--- config.mk ---
export PLATFORM = sky130hd
export DESIGN_NAME = spi_slave_mode
export DESIGN_NICKNAME = d
export VERILOG_FILES = /design/src/rtl/spi_slave_mode.sv
export SDC_FILE = /design/constraint.sdc
export NUM_CORES = 1
export LEC_CHECK = 0
export ABC_AREA = 1
export CAP_MARGIN = 20
export CORE_MARGIN = 4
export CORE_UTILIZATION = 45
export DETAILED_ROUTE_END_ITERATION = 12
export PLACE_DENSITY_LB_ADDON = 0.05
export RECOVER_POWER = 50
export SYNTH_ARGS = -nofsm -noshare
export SYNTH_HDL_FRONTEND = slang
export SYNTH_SLANG_ARGS = --single-unit
--- constraint.sdc ---
create_clock -name clk_in -period 1.77 [get_ports clk_in]
set_input_delay 0.531 -clock clk_in [delete_from_list [all_inputs] [get_ports clk_in]]
set_output_delay 0.531 -clock clk_in [all_outputs]
set_load 0.01 [all_outputs]
--- src/rtl/spi_slave_mode.sv ---
// spi_slave_mode: oversampled SPI slave with configurable width, CPOL/CPHA and bit order.
// Define SPI_SLAVE_MISO_EN to build the MISO transmit path (holding + shift register).
module spi_slave_mode #(
  parameter int DATA_WIDTH = 8,
  parameter int CPOL = 0,
  parameter int CPHA = 0,
  parameter int LSB_FIRST = 0
) (
  input  logic                  clk_in,
  input  logic                  spi_rst_n,
  input  logic                  spi_sclk_in,
  input  logic                  spi_mosi_in,
  input  logic                  spi_cs_n_in,
  output logic                  spi_miso_out,
  output logic                  rx_rdy_out,
  output logic [DATA_WIDTH-1:0] rx_data_out,
  input  logic [DATA_WIDTH-1:0] tx_data_in,
  input  logic                  tx_load_in,
  output logic                  tx_empty_out,
  output logic                  frame_err_out
);
  localparam int CW = $clog2(DATA_WIDTH);
  localparam logic [CW-1:0] LAST = CW'(DATA_WIDTH - 1);
  typedef enum logic {IDLE, XFER} state_t;
  state_t state_q, state_d;
  logic [2:0] sclk_q, sclk_d, cs_q, cs_d;
  logic [1:0] mosi_q, mosi_d;
  logic [CW-1:0] cnt_q, cnt_d;
  logic [DATA_WIDTH-1:0] rx_sh_q, rx_sh_d, rx_data_q, rx_data_d;
  logic rx_rdy_q, rx_rdy_d, frame_err_q, frame_err_d;
  logic rise, fall, lead, trail, sample, shift, cs_fall, cs_rise, xfer, last;
  always_comb begin
    sclk_d = {sclk_q[1:0], spi_sclk_in};
    cs_d = {cs_q[1:0], spi_cs_n_in};
    mosi_d = {mosi_q[0], spi_mosi_in};
    rise = sclk_q[1] & ~sclk_q[2];
    fall = ~sclk_q[1] & sclk_q[2];
    lead = (CPOL != 0) ? fall : rise;
    trail = (CPOL != 0) ? rise : fall;
    sample = (CPHA != 0) ? trail : lead;
    shift = (CPHA != 0) ? lead : trail;
    cs_fall = ~cs_q[1] & cs_q[2];
    cs_rise = cs_q[1] & ~cs_q[2];
    xfer = state_q == XFER && !cs_rise;
    last = cnt_q == LAST;
    state_d = (state_q == IDLE) ? (cs_fall ? XFER : IDLE) : (cs_rise ? IDLE : XFER);
    frame_err_d = state_q == XFER && cs_rise && cnt_q != '0;
    rx_sh_d = !(xfer && sample) ? rx_sh_q :
              (LSB_FIRST != 0) ? {mosi_q[1], rx_sh_q[DATA_WIDTH-1:1]} : {rx_sh_q[DATA_WIDTH-2:0], mosi_q[1]};
    rx_rdy_d = xfer && sample && last;
    rx_data_d = rx_rdy_d ? rx_sh_d : rx_data_q;
    cnt_d = !xfer ? '0 : !sample ? cnt_q : last ? '0 : cnt_q + 1'b1;
  end
`ifdef SPI_SLAVE_MISO_EN
  logic [DATA_WIDTH-1:0] hold_q, hold_d, tx_sh_q, tx_sh_d;
  logic full_q, full_d, miso_q, miso_d, boundary;
  // a load coinciding with a boundary still moves the old holding word out
  always_comb begin
    boundary = (xfer && shift && cnt_q == '0) || (CPHA == 0 && state_q == IDLE && cs_fall);
    tx_sh_d = boundary ? (full_q ? hold_q : '0) :
              (state_q == XFER && cs_rise) ? '0 :
              (xfer && shift) ? ((LSB_FIRST != 0) ? tx_sh_q >> 1 : tx_sh_q << 1) : tx_sh_q;
    full_d = tx_load_in | (full_q & ~boundary);
    hold_d = tx_load_in ? tx_data_in : hold_q;
    miso_d = state_d == XFER && ((LSB_FIRST != 0) ? tx_sh_d[0] : tx_sh_d[DATA_WIDTH-1]);
  end
  assign spi_miso_out = miso_q;
  assign tx_empty_out = ~full_q;
`else
  logic unused_tx;
  assign unused_tx = ^{tx_data_in, tx_load_in};
  assign spi_miso_out = 1'b0;
  assign tx_empty_out = 1'b1;
`endif
  always_ff @(posedge clk_in or negedge spi_rst_n) begin
    if (!spi_rst_n) begin
      state_q <= IDLE;
      sclk_q <= (CPOL != 0) ? 3'b111 : 3'b000;
      cs_q <= 3'b111;
      mosi_q <= '0;
      cnt_q <= '0;
      rx_sh_q <= '0;
      rx_data_q <= '0;
      rx_rdy_q <= 1'b0;
      frame_err_q <= 1'b0;
`ifdef SPI_SLAVE_MISO_EN
      hold_q <= '0;
      tx_sh_q <= '0;
      full_q <= 1'b0;
      miso_q <= 1'b0;
`endif
    end else begin
      state_q <= state_d;
      sclk_q <= sclk_d;
      cs_q <= cs_d;
      mosi_q <= mosi_d;
      cnt_q <= cnt_d;
      rx_sh_q <= rx_sh_d;
      rx_data_q <= rx_data_d;
      rx_rdy_q <= rx_rdy_d;
      frame_err_q <= frame_err_d;
`ifdef SPI_SLAVE_MISO_EN
      hold_q <= hold_d;
      tx_sh_q <= tx_sh_d;
      full_q <= full_d;
      miso_q <= miso_d;
`endif
    end
  end
  assign rx_rdy_out = rx_rdy_q;
  assign rx_data_out = rx_data_q;
  assign frame_err_out = frame_err_q;
endmodule

Yosys cells after proc, flatten, opt, wreduce, memory -nomap -nowiden
Index checks and enable logic that the tools add are counted.
Cells by class
  reduce and logical (&&, ||, !) cells: 7
  $add $sub $neg: 1
  bitwise logic cells: 6
  muxes and demuxes: 7
  equality and inequality tests: 2
Operator list (count)
  3-bit 2-to-1 mux: 3
  8-bit 2-to-1 mux: 1
  1-bit logical AND: 5
  3-bit by 1-bit adder with 3-bit output (second input constant): 1
  1-bit bitwise AND: 3
  3-bit == test (second input constant): 1
  1-bit 2-to-1 mux: 3
  1-bit NOT: 3
  3-bit nonzero test: 1
  2-bit inequality test (second input constant): 1
  1-bit logical NOT: 1
Word-level totals
  register bits after elaboration: 30

Logic depth before layout (Yosys ltp)
Gate-level depths: netlist of run 1.
  depth in word-level cells: 6
  depth in mapped cells: 6

Worst setup path before layout of run 1
OpenSTA, ideal clock, no wires.
  kind: reg2reg
  start point: register cnt_q[0]
  end point: register cnt_q[0]
  arrival: 1.292 ns
  path buffers: 1
  cell stages (with the launch flop): 6
  slack: 0.403 ns
  period minus slack after synthesis: 1.367 ns
  data required time: 1.696 ns
  cells stage by stage: dfrtp_1 > ha_1 > ha_1 > buf_2 > or2_2 > o21ai_2
Between the ends
  cells in the longest elaborated chain, start to end: 4
  elaborated cells on any way between the ends: 5
  those cells by class: add/sub: 1; eq/ne: 1; mux: 3
Ends and longest elaborated chain
  from (decl): line 28  | logic [CW-1:0] cnt_q, cnt_d;
  from (signal assigned): line 97  | cnt_q <= cnt_d;
  3-bit by 1-bit adder with 3-bit output / 3-bit == test (equally long branches): line 52, 45
  3-bit 2-to-1 mux * (3 in a row): line 52  | cnt_d = !xfer ? '0 : !sample ? cnt_q : last ? '0 : cnt_q + 1'b1;
Every way passes the cells marked *; elsewhere a longest branch is shown, timed or not. The select of a mux whose other input is x is not followed.
A chain may end at the register's enable or synchronous reset.

Final worst setup path of run 1
  start point: register cnt_q[0]
  end point: register rx_data_q[2] (netlist: rx_data_out[2])
Between the ends
  cells in the longest elaborated chain, start to end: 2
Ends and longest elaborated chain
  3-bit == test: line 45  | last = cnt_q == LAST;
  1-bit logical AND: line 50  | rx_rdy_d = xfer && sample && last;
  to (signal assigned): line 99  | rx_data_q <= rx_data_d;
  to (decl): line 29  | logic [DATA_WIDTH-1:0] rx_sh_q, rx_sh_d, rx_data_q, rx_data_d;
Every way passes these cells.

==> results.sh, run 1 <==
export IMPL_outcome="complete, no violations"
export IMPL_seqPwrFrac_pct=57.4
export IMPL_place_hpwl_um=1257
export IMPL_synth_area_um2=1149
export IMPL_fin_skew_ns=0.01021
export IMPL_die_area_um2=3425
export IMPL_syn_nets=127
export IMPL_dr_first_iter_drc_count=11
export IMPL_comb_power_share_pct=8.9
export IMPL_fp_coreArea_um2=2455
export IMPL_area_delta_synth_final_pct=21.68
export IMPL_grtUsageTotal_pct=13.63
export IMPL_antenna_found_initial=0
export IMPL_synth_distinct_cells=20
export IMPL_syn_avg_cell_area_um2=10.44
export IMPL_setup_ws_ns=0.2311
export IMPL_synthCells=110
export IMPL_criticalPathCategory="flop to flop"
export IMPL_grt_pass1_wl_um=3415
export IMPL_synth_top_area_share_pct=56.64
export IMPL_gp_congestion=0.7321
export IMPL_cp_end_kind="flop"
export IMPL_nets=145
export IMPL_hold_worst_slack_ns=0.3564
export IMPL_cts_setup_buffers=0
export IMPL_grt_pass1_vias=742
export IMPL_synth_edff_count=0
export IMPL_h_tree_depth=2
export IMPL_pwr_share_clk_pct=33.8
export IMPL_start_kind="flop"
export IMPL_dr_pass1_iters=4
export IMPL_fmax_mhz=649.8
export IMPL_ys_seq_area_share_pct=63.51
export IMPL_placed_cells=151
export IMPL_dp_slack_ns=0.2278
export IMPL_ys_seq_elements=29
export IMPL_slowest_delay_ns=0.39
export IMPL_cap_violations=0
export IMPL_vias_per_cell=4.962
export IMPL_switching_share_pct=25.70
export IMPL_synth_most_common_cell="nand2_1"
export IMPL_fin_area_um2=1398
export IMPL_power_internal_mw=0.9997
export IMPL_post_route_util_pct=56.93
export IMPL_cts_root_buffer_cell="clkbuf_4"
export IMPL_dieHeight_um=58.52
export IMPL_grt_start_max_net_pins=30
export IMPL_num_vias=789
export IMPL_ir_drop_mv=0.8199
export IMPL_setup_tns_final_ns=0
export IMPL_n_antenna_cell=0
export IMPL_ys_top_cells_by_count="nand2_1, dfrtp_1, nand3_1"
export IMPL_drc=0
export IMPL_rsz0062_at_grt="no"
export IMPL_yosysWarningCount=0
export IMPL_worstPathMaxFanout=10
export IMPL_p_switching_mw=0.3457
export IMPL_synthFlopType="dfrtp_1"
export IMPL_row_count=18
export IMPL_yosysTopAreaCell="dfrtp_1"
export IMPL_path_cells="ha_1 -> ha_1 -> nand4_2 -> nand2_1 -> nand2_1"
export IMPL_clock_sinks=29
export IMPL_cts_tree="yes"
export IMPL_grt_overflow_total=0
export IMPL_drive_gt1_share_pct=14.73
export IMPL_ant_nets=0
export IMPL_tightest_slew_ns=0.6943
export IMPL_drt_total_wl_um=1929
export IMPL_powerDensity_nw_per_um2=962.6
export IMPL_ctsHoldBuffers=0
export IMPL_hp_class="flop to flop"
export IMPL_p_leak_nw=0.9037
export IMPL_slew_violations=0
export IMPL_synthTopCellsByArea="dfrtp_1, nand2_1, dfstp_2"
export IMPL_clk_latency_ns=0.32
export IMPL_cts_buffers=5
export IMPL_required_ns=1.98
export IMPL_ff2ff_setup_slack_ns=0.23
export IMPL_crit_path_top_delay_cell="dfrtp_1"
export IMPL_setup_viol=0
export IMPL_clk_pin_slew_ns=0.10
export IMPL_ios=26
export IMPL_slew_headroom_pct=53.71
export IMPL_synth_async_reset_ratio_pct=100.0
export IMPL_hold_viol_final=0
export IMPL_start_util_pct=46.79
export IMPL_layout_min_cycle_time_ns=1.539
export IMPL_port_buffers=14
export IMPL_critPathArrivalTime_ns=1.75
export IMPL_wl_per_cell_um=12.13
export IMPL_post_route_period_util_pct=86.95
export IMPL_p_total_mw=1.345
export IMPL_placed_area_um2=1305
export IMPL_clock_path_buffers=2
export IMPL_fp_dieW_um=58.52
export IMPL_final_cell_count_no_fill=159
[flip-flops by register name (all words and copies together) (netlist names), 2 cells and up]
| register | count |
|---|---|
| cnt_q | 3 |
| mosi_q | 2 |
| rx_data_out | 8 |
| cs_q | 3 |
| sclk_q | 3 |
| rx_sh_q | 7 |
[power by group through the flow]
stage	registers [mW]	clock network (mW)	logic, mW
after global routing	0.781	0.505	0.141
after global placement	0.783	0	0.120
after floorplan	0.774	0	0.0884
final	0.772	0.454	0.119
after CTS	0.772	0.462	0.124
after detailed placement	0.784	0	0.124
[critical path: cells and delay by family (launching register included)]
| family | cells | cell delay (ns) |
|---|---|---|
| fa+ha+maj | 2 | 0.55 |
| simple gates | 3 | 0.48 |
| flops | 1 | 0.39 |
[placed cells by master, fill, tap and decap left out, types with 3 or more instances in the layout]
cell / instances
nand2_1: 37
nand4_1: 8
nand3_1: 9
dfrtp_1: 26
ha_1: 3
dlygate4sd3_1: 4
clkbuf_4: 5
dlymetal6s2s_1: 10
inv_1: 6
[logic make-up (layout without fill, tap and decap cells)]
logic type	after synthesis	in the layout	share of synthesized area [%]
buf+inv	13	32	6.100
simple gates	59	59	23.20
flops	29	29	63.51
fa+ha+maj	3	3	3.268
compound gates	4	4	3.268
other cells	2	2	0.6538
[routing by layer]
| layer | share of wire (%) | up-vias | track usage [%] | wire length, um |
|---|---|---|---|---|
| li1 | - | 392 | - | - |
| met1 | 47 | 375 | 17.95 | 905 |
| met2 | 44 | 17 | 19.46 | 852 |
| met3 | 6.9 | 5 | 5.263 | 134 |
| met4 | 1.9 | 0 | 6.954 | 37 |
| met5 | 0 | - | 0 | 0 |
[what timing repair did]
item,4_1_cts,5_1_grt
endpoints found under the hold margin,0,0
endpoints found under the setup margin,0,10
gates resized for setup,0,10
[final cells by class]
cell class	instances	area, um^2
fill	224	1057
timing repair buffer	17	185.2
clock buffer	7	65.06
clock inverter	1	5.005
tap	30	37.54
multi-input combinational	68	349.1
sequential	29	729.5
inverter	7	26.28
[final timing paths]
| kind | cells past startpoint | to | start |
|---|---|---|---|
| max in group asynchronous | 2 | state_q | spi_rst_n |
| hold reg to reg | 0 | sclk_q[1] | sclk_q[0] |
| setup / recovery | 5 | rx_data_out[2] | cnt_q[0] |
| setup reg to reg | 5 | rx_data_out[2] | cnt_q[0] |
| hold / removal | 0 | sclk_q[1] | sclk_q[0] |
| min in group asynchronous | 2 | mosi_q[1] | spi_rst_n |
No activity file was read; power rests on OpenSTA's default activity.
==> inputs of run 2 (changes only) <==
==> constraint.sdc (replaced) <==
create_clock -name clk_in -period 1.8 [get_ports clk_in]
set_input_delay 0.54 -clock clk_in [delete_from_list [all_inputs] [get_ports clk_in]]
set_output_delay 0.54 -clock clk_in [all_outputs]
set_load 0.01 [all_outputs]
==> run 2 against run 1 <==
Compared with the run above: hold slack hardly changed; routed wire length decreased by 0.41%; core utilization is 0.61 points lower; combinational power is essentially flat; worst setup slack lost 0.19 ns; final cell count is the same; count of clock-buffer cells in the layout did not move; global-route usage up 0.14 points; clock skew fell by 0.0025 ns; sequential cell count is the same; highest routed layer unchanged.
==> results.sh, run 2 (synthesis results as in run 1) <==
export IMPL_ant_nets=0
export IMPL_drt_total_wl_um=1921
export IMPL_grt_overflow_total=0
export IMPL_layout_min_cycle_time_ns=1.756
export IMPL_worstPathMaxFanout=2
export IMPL_hold_viol_final=0
export IMPL_seqCellArea_um2=729.5
export IMPL_place_hpwl_um=1266
export IMPL_slew_violations=0
export IMPL_required_ns=1.26
export IMPL_start_kind="flop"
export IMPL_ctsHoldBuffers=0
export IMPL_num_vias=786
export IMPL_largest_reg_flops=8
export IMPL_antenna_found_initial=0
export IMPL_clk_latency_ns=0.32
export IMPL_clk_pin_slew_ns=0.09
export IMPL_layout_commonest_cell="nand2_1"
export IMPL_cts_setup_buffers=0
export IMPL_outcome="complete, no violations"
export IMPL_n_antenna_cell=0
export IMPL_multi_input_area_um2=349.1
export IMPL_setup_tns_final_ns=0
export IMPL_min_from="sclk_q[0]"
export IMPL_cts_resized=0
export IMPL_slew_headroom_pct=53.30
export IMPL_rsz0062_at_grt="no"
export IMPL_critPathArrivalTime_ns=1.22
export IMPL_p_leak_nw=0.7916
export IMPL_post_route_period_util_pct=97.56
export IMPL_crit_family="buffers and inverters"
export IMPL_grt_pass1_vias=768
export IMPL_fp_dieW_um=58.52
export IMPL_ir_drop_mv=0.7013
export IMPL_ff2ff_setup_slack_ns=0.26
export IMPL_cts_root_buffer_cell="clkbuf_4"
export IMPL_start_util_pct=46.79
export IMPL_gp_congestion=0.7321
export IMPL_cts_tree="yes"
export IMPL_mostFrequentLayoutCells="nand2_1, dfrtp_1, nand3_1, nand4_1"
export IMPL_grtUsageTotal_pct=13.77
export IMPL_powerDensity_nw_per_um2=956.4
export IMPL_area_delta_synth_final_pct=20.37
export IMPL_reg2reg_from="cnt_q[0]"
export IMPL_crit_path_start="rx_data_out[3]"
export IMPL_gr_usage_met3_pct=4.605
export IMPL_cap_violations=0
export IMPL_cts_buffers=5
export IMPL_drive_gt1_share_pct=14.73
export IMPL_setup_viol=0
export IMPL_grt_busiest_layer="met2"
export IMPL_row_count=18
export IMPL_port_buffers=14
export IMPL_setup_ws_ns=0.04392
export IMPL_wl_per_cell_um=12.08
export IMPL_path_cells="clkdlybuf4s50_1"
export IMPL_dr_first_iter_drc_count=24
export IMPL_clock_sinks=29
export IMPL_dr_pass1_iters=4
export IMPL_fp_coreArea_um2=2455
export IMPL_fill_cells=246
export IMPL_ios=26
export IMPL_dp_slack_ns=0.2631
export IMPL_dieHeight_um=58.52
export IMPL_h_tree_depth=2
export IMPL_die_area_um2=3425
export IMPL_drc=0
export IMPL_clock_path_buffers=2
export IMPL_fin_skew_ns=0.007705
export IMPL_grt_pass1_wl_um=3512
export IMPL_vias_per_cell=4.943
export IMPL_slowest_delay_ns=0.54
export IMPL_grt_start_max_net_pins=30
export IMPL_tightest_slew_ns=0.7006
export IMPL_grtUsageMet1_pct=18.95
export IMPL_cp_end_kind="output port"
export IMPL_worstPathBufferInverterCount=1
export IMPL_fmax_mhz=569.5
export IMPL_criticalPathCategory="flop to output port"
export IMPL_hp_class="flop to flop"
export IMPL_crit_path_top_delay_cell="clkdlybuf4s50_1"
export IMPL_met2_usage_pct=19.30
export IMPL_nets=145
## run 2: area by class of cell
type / instances / share of cell area [%]
repair buffers: 17 / 12.31
inverters: 7 / 1.900
flip-flops and latches: 29 / 52.76
clock inverters: 1 / 0.3620
multi-input cells: 68 / 25.25
clock buffers: 7 / 4.706
well taps: 30 / 2.715
## run 2: where the power goes
part	total, mW	switching, mW	internal (mW)
sequential	0.758	0.0445	0.714
clock	0.447	0.221	0.226
combinational	0.117	0.0739	0.0431
total	1.32	0.339	0.983
## run 2: worst paths after layout
check / to / cells after the start
setup reg to reg: rx_data_out[6] / 5
setup / recovery: rx_data_out[3] / 1
hold reg to reg: sclk_q[1] / 0
min in group asynchronous: rx_data_out[3] / 2
max in group asynchronous: cnt_q[2] / 2
hold / removal: sclk_q[1] / 0
## run 2: metrics by stage
stage	util, %	total power [mW]	cell area (um^2)	hold WS [ns]	std cells
2_1_floorplan	-	0.8479	1149	0.2444	110
3_3_place_gp	53.16	0.8876	1305	0.3354	151
3_5_place_dp	53.16	0.8918	1305	0.3387	151
4_1_cts	56.01	1.338	1375	0.3591	159
5_1_grt	56.32	1.402	1383	0.3671	159
6_report	56.32	1.322	1383	0.3563	159
## run 2: per-layer routing
layer / part of all wire (%) / up-vias
li1: - / 389
met1: 49 / 373
met2: 43 / 19
met3: 6.6 / 5
met4: 1.9 / 0
met5: 0 / -
==> inputs of run 3 (changes only) <==
--- a/config.mk
+++ b/config.mk
@@ -9,6 +9,7 @@
 export CAP_MARGIN = 20
 export CORE_MARGIN = 4
 export CORE_UTILIZATION = 45
+export CTS_BUF_LIST = sky130_fd_sc_hd__clkbuf_4 sky130_fd_sc_hd__clkbuf_8
 export DETAILED_ROUTE_END_ITERATION = 12
 export PLACE_DENSITY_LB_ADDON = 0.05
 export RECOVER_POWER = 50
==> results of run 3 <==
Same layout as run 2: the final DEF is identical, and so are final timing and power.
